$ cat src/rtl/inst_fetch.sv
// Instruction fetch producer: holds the fetch PC, issues single-word fetches to the
// memory controller and pushes returned words (with their PC) into the instruction
// queue. Queue occupancy is tracked with a credit counter because the queue has no
// full flag. ROB and branch-predictor redirects reload the PC and discard any fetch
// that is still in flight.
//
//   state | meaning
//   ------+------------------------------------------------------------
//   IDLE  | no fetch outstanding; issue one when a queue slot is free
//   REQ   | fetch outstanding; its data will be pushed into the queue
//   DROP  | fetch outstanding but made stale by a redirect; data discarded
module inst_fetch #(
    parameter int AddressWidth = 32,
    parameter int IDWidth      = 32,
    parameter int QueueCount   = 8,
    parameter int CountWidth   = 4,
    parameter logic [AddressWidth-1:0] ResetPC = '0
) (
    input  logic                    clk_in,
    input  logic                    rst_n_in,
    input  logic                    rdy_in,
    output logic                    if_mc_en_out,
    output logic [AddressWidth-1:0] if_mc_addr_out,
    input  logic                    mc_if_rdy_in,
    input  logic [IDWidth-1:0]      mc_if_data_in,
    output logic                    if_instqueue_en_out,
    output logic [IDWidth-1:0]      if_instqueue_inst_out,
    output logic [AddressWidth-1:0] if_instqueue_pc_out,
    input  logic                    instqueue_if_pop_in,
    input  logic                    rob_if_rst_in,
    input  logic [AddressWidth-1:0] rob_if_pc_in,
    input  logic                    bp_if_rst_in,
    input  logic [AddressWidth-1:0] bp_if_pc_in
);

    typedef enum logic [1:0] {
        IDLE = 2'd0,
        REQ  = 2'd1,
        DROP = 2'd2
    } state_t;

    localparam logic [CountWidth:0] QueueLimit = (CountWidth+1)'(QueueCount);
    localparam logic [CountWidth:0] CreditOne  = (CountWidth+1)'(1);
    localparam logic [AddressWidth-1:0] WordMask = ~AddressWidth'(3);
    localparam logic [AddressWidth-1:0] PcStep   = AddressWidth'(4);

    state_t                  state;
    logic [AddressWidth-1:0] pc;
    logic [CountWidth-1:0]   credits;

    logic                    redirect;
    logic [AddressWidth-1:0] redirect_pc;
    logic [CountWidth:0]     credit_load;
    logic [CountWidth:0]     credit_sum;
    logic [CountWidth-1:0]   credits_next;
    logic                    can_issue;

    // Redirect selection and credit bookkeeping; a push still on the strobe
    // this cycle is counted so an outstanding fetch always owns a queue slot.
    always_comb begin
        redirect    = rob_if_rst_in | bp_if_rst_in;
        redirect_pc = (rob_if_rst_in ? rob_if_pc_in : bp_if_pc_in) & WordMask;

        credit_load = {1'b0, credits} + {{CountWidth{1'b0}}, if_instqueue_en_out};
        can_issue   = (credit_load < QueueLimit);

        credit_sum = credit_load;
        if (instqueue_if_pop_in && (credit_sum != '0)) begin
            credit_sum = credit_sum - CreditOne;
        end
        if (credit_sum > QueueLimit) begin
            credit_sum = QueueLimit;
        end
        credits_next = credit_sum[CountWidth-1:0];
    end

    // Fetch FSM with registered strobes, PC and credit counter.
    always_ff @(posedge clk_in or negedge rst_n_in) begin
        if (!rst_n_in) begin
            state                 <= IDLE;
            pc                    <= ResetPC;
            credits               <= '0;
            if_mc_en_out          <= 1'b0;
            if_mc_addr_out        <= '0;
            if_instqueue_en_out   <= 1'b0;
            if_instqueue_inst_out <= '0;
            if_instqueue_pc_out   <= '0;
        end else if (!rdy_in) begin
            // Stalled: nothing is sampled, but strobes must not repeat.
            if_mc_en_out        <= 1'b0;
            if_instqueue_en_out <= 1'b0;
        end else begin
            if_mc_en_out        <= 1'b0;
            if_instqueue_en_out <= 1'b0;
            credits             <= credits_next;

            if (redirect) begin
                // The queue flushes itself on the same signals, so all credits return.
                pc      <= redirect_pc;
                credits <= '0;
                case (state)
                    IDLE:    state <= IDLE;
                    REQ:     state <= mc_if_rdy_in ? IDLE : DROP;
                    DROP:    state <= mc_if_rdy_in ? IDLE : DROP;
                    default: state <= IDLE;
                endcase
            end else begin
                case (state)
                    IDLE: begin
                        if (can_issue) begin
                            if_mc_en_out   <= 1'b1;
                            if_mc_addr_out <= pc;
                            state          <= REQ;
                        end
                    end
                    REQ: begin
                        if (mc_if_rdy_in) begin
                            if_instqueue_en_out   <= 1'b1;
                            if_instqueue_inst_out <= mc_if_data_in;
                            if_instqueue_pc_out   <= pc;
                            pc                    <= pc + PcStep;
                            state                 <= IDLE;
                        end
                    end
                    DROP: begin
                        if (mc_if_rdy_in) begin
                            state <= IDLE;
                        end
                    end
                    default: state <= IDLE;
                endcase
            end
        end
    end

endmodule

$ cat config.mk
export PLATFORM = sky130hd
export DESIGN_NAME = inst_fetch
export DESIGN_NICKNAME = d
export VERILOG_FILES = /design/src/rtl/inst_fetch.sv
export SDC_FILE = /design/constraint.sdc
export NUM_CORES = 1
export LEC_CHECK = 0
export BUFFER_PORTS_ARGS = -buffer_cell sky130_fd_sc_hd__buf_4
export CAP_MARGIN = 0
export CORE_ASPECT_RATIO = 1.25
export CORE_MARGIN = 10
export CORE_UTILIZATION = 30
export CTS_BUF_LIST = sky130_fd_sc_hd__clkbuf_4
export CTS_CLUSTER_DIAMETER = 200
export DETAILED_ROUTE_END_ITERATION = 10
export PLACE_DENSITY = 0.49
export SETUP_SLACK_MARGIN = 0.05
export SLEW_MARGIN = 5
export SYNTH_ARGS = -nofsm -noshare
export SYNTH_HDL_FRONTEND = slang
export SYNTH_SLANG_ARGS = --single-unit
$ cat constraint.sdc
create_clock -name clk_in -period 6.65 [get_ports clk_in]
set_clock_uncertainty 0.1 [all_clocks]
set_input_delay 0.9975 -clock clk_in [delete_from_list [all_inputs] [get_ports clk_in]]
set_output_delay 0.9975 -clock clk_in [all_outputs]
set_load 0.01 [all_outputs]
==> run summary <==
area fraction in compound gates after synthesis: 14.3%
Worst path max stage delay: 0.77 ns
Fin Setup TNS: 0 ns
CTS resizes: 0
Synth Area in XOR/XNOR: 0.139%
Post-Synthesis Cell Area: 0.00632 mm²
ranking of synthesized cells by area: dfrtp_1 (51%), mux2_2 (16%), a21oi_1 (3.5%)
mux share of post-synthesis cell area: 17.4%
Crit. End Element: flip-flop
R2R cell count: 8
min Tclk post-route: 3.40 ns
number of synthesis warnings: 0
Post-CTS Setup Bufs: 0
multi-input combinational cell area: 0.00283 mm²
die width: 150 µm
DR WL/cell: 19.6 µm
vias in the first global route: 5,437
largest area contributor in the netlist: dfrtp_1
Syn Inst Count: 566
die footprint: 0.0273 mm²
critical path data required time: 6.97 ns
Syn-to-layout area delta: 31.4%
initial DRC count: 256
CTS root buffer: clkbuf_4
synthesized flop and latch total: 130
Hold/Removal Path Class: in -> async
Synth Flop Type: dfrtp_1
largest net degree at the start of global routing: 74
core area: 0.0207 mm²
Slowest-stage cell, CP: nor2_4
HPWL after DPL: 14.9 mm
Tcrit/Tclk final: 51.2%
Port Buffers: 192
Async S/R FF share, synth: 100%
# DRC: 0
final hold viol count: 0
Global Route Usage Sum: 14.4%
Vert. Die Dim: 182 µm
crit-path cells: buf_4, or2_1, o21ai_4, buf_4, nor2_4, buf_4, mux2_2
worst-margin pin slew: 0.952 ns
PD cells: 316 mW/mm²
CTS tree: done
Worst slew margin: 36.5%
simple-gate portion of the synthesized area: 11.1%
Vias per Instance: 5.01
VDD IR-drop max: 0.121 mV
antenna violations before repair: 1
first-pass GRT wire length: 30.8 mm
layout cells sized above 1: 44.0%
Synth Area in Adders: 1.39%
fmax: 0.294 GHz
max cap viols: 0
Filler cells: 2,028
Post-DRT Antenna Nets: 0
RD Place Congestion: 0.760
Register Area: 0.00325 mm²
status: finished, final reports clean
RSZ-0062 raised after global routing: no
Setup crit start kind: input pin
leakage: 3.74 nW
Post-Syn Area per Cell: 11.2 µm²
clock latency on the worst-skew pair: 0.53 ns
CP dominant cell by count: buf_4
crit path kind: in -> reg
EDFF count, synth: 0
Max clock buf depth: 2
htree depth: 4
CTS Buf Count: 17
# hold bufs at CTS: 0
main combinational cell family by area after synthesis: multiplexers
Max Slew Vio Count: 0
Reg clk slew, reported paths: 0.12 ns
Core Util, Final: 40.0%
register area share after synthesis: 51.5%
crit path max fanout: 50
final setup vio count: 0
Rows: 59
IO Pins: 201
grt ovf: 0
top cell type's share of synthesized area: 51.5%
crit path DAT: 3.72 ns
Net count, final: 853
drt first pass iters: 4
Total Wirelength: 20.2 mm
TritonCTS Sinks: 130
Vias: 5,165
Initial Util: 30.5%
number of library cell types mapped by synthesis: 63
layer usage:
layer	share of wire, %	vias up	GRT usage, %	wire length [µm]
met5	0	-	0	0
met4	0.99	0	4.05	199
met3	4.9	11	3.81	987
met2	55	128	26.5	11100
met1	39	2583	15.8	7840
li1	-	2443	-	-
cell usage after synthesis, types with 6 or more instances:
library cell and number:
nand2_1 25, a21oi_1 44, clkbuf_1 16, and3_1 9, ha_1 7, o211ai_1 6
nor3_1 7, a31oi_1 7, nor2_1 23, buf_2 18, inv_1 14, a22o_1 10
o21ai_0 30, nand4_1 14, dfrtp_1 130, a22oi_1 8, nand3_1 23, mux2_2 92
power breakdown:
part           internal, mW  switching [mW]
sequential             1.01           0.163
clock                 0.307           0.312
combinational         0.465           0.364
total                  1.78           0.839
flip-flops by register name, summed over array words and instances, names as in the netlist:
register	flops
if_instqueue_inst_out	32
state	2
if_mc_en_out	1
if_instqueue_pc_out	30
pc	30
if_instqueue_en_out	1
if_mc_addr_out	30
credits	4
worst max-delay path: cells and delay by family:
| family | cells | cell delay, ns |
|---|---|---|
| AND/OR/NAND/NOR | 2 | 0.99 |
| buffers and inverters | 3 | 1.22 |
| AO/OA/AOI/OAI | 1 | 0.05 |
| multiplexers | 1 | 0.39 |
cell families (layout without fill, tap and decap cells):
kind of cell | Yosys count | count (layout)
adders and majority gates | 7 | 7
DFF | 130 | 130
muxes | 98 | 98
other | 1 | 5
AOI/OAI and AO/OA | 141 | 141
buffers and inverters | 58 | 244
and+or+nand+nor | 130 | 130
xor gates and xnor gates | 1 | 1
through the flow:
step	worst slack (ns)	hold slack (ns)	cells	power [mW]	area [µm²]
floorplan	4.23	0.401	569	1.55	6330
global placement	2.70	0.387	998	2.02	7970
detailed placement	2.65	0.385	998	2.05	7970
CTS	3.25	0.288	1029	2.68	8300
global route	3.05	0.294	1030	2.78	8300
finish	3.25	0.307	1030	2.62	8300
final timing paths:
kind / slack (ns) / startpoint / endpoint
max: 3.25 / rob_if_rst_in / if_instqueue_inst_out[17]
min: 0.31 / rst_n_in / if_mc_addr_out[19]
max reg2reg: 3.32 / if_instqueue_en_out / if_mc_addr_out[26]
min reg2reg: 0.40 / if_mc_addr_out[26] / if_mc_addr_out[26]
max in group asynchronous: 4.74 / rst_n_in / if_instqueue_inst_out[21]
min in group clk_in: 0.40 / if_mc_addr_out[26] / if_mc_addr_out[26]
placed cells by master (no fill, tap or decap), drive strengths merged, types with 10 or more instances in the layout:
cell type,count
inv,16
nand2,25
mux2,93
clkbuf,19
nor2,25
nand4,14
nand3,25
o21ai,31
a22o,10
a21oi,44
buf,199
dfrtp,130
area by class of cell:
type,count,share of cell area [%]
Clock inverter,12,2.20
Antenna cell,1,0.0301
Tap cell,274,4.13
Timing Repair Buffer,199,18.0
Multi-Input combinational cell,381,34.1
Clock buffer,19,1.72
Inverter,14,0.633
Sequential cell,130,39.2
(Power assumes the default switching activity.)
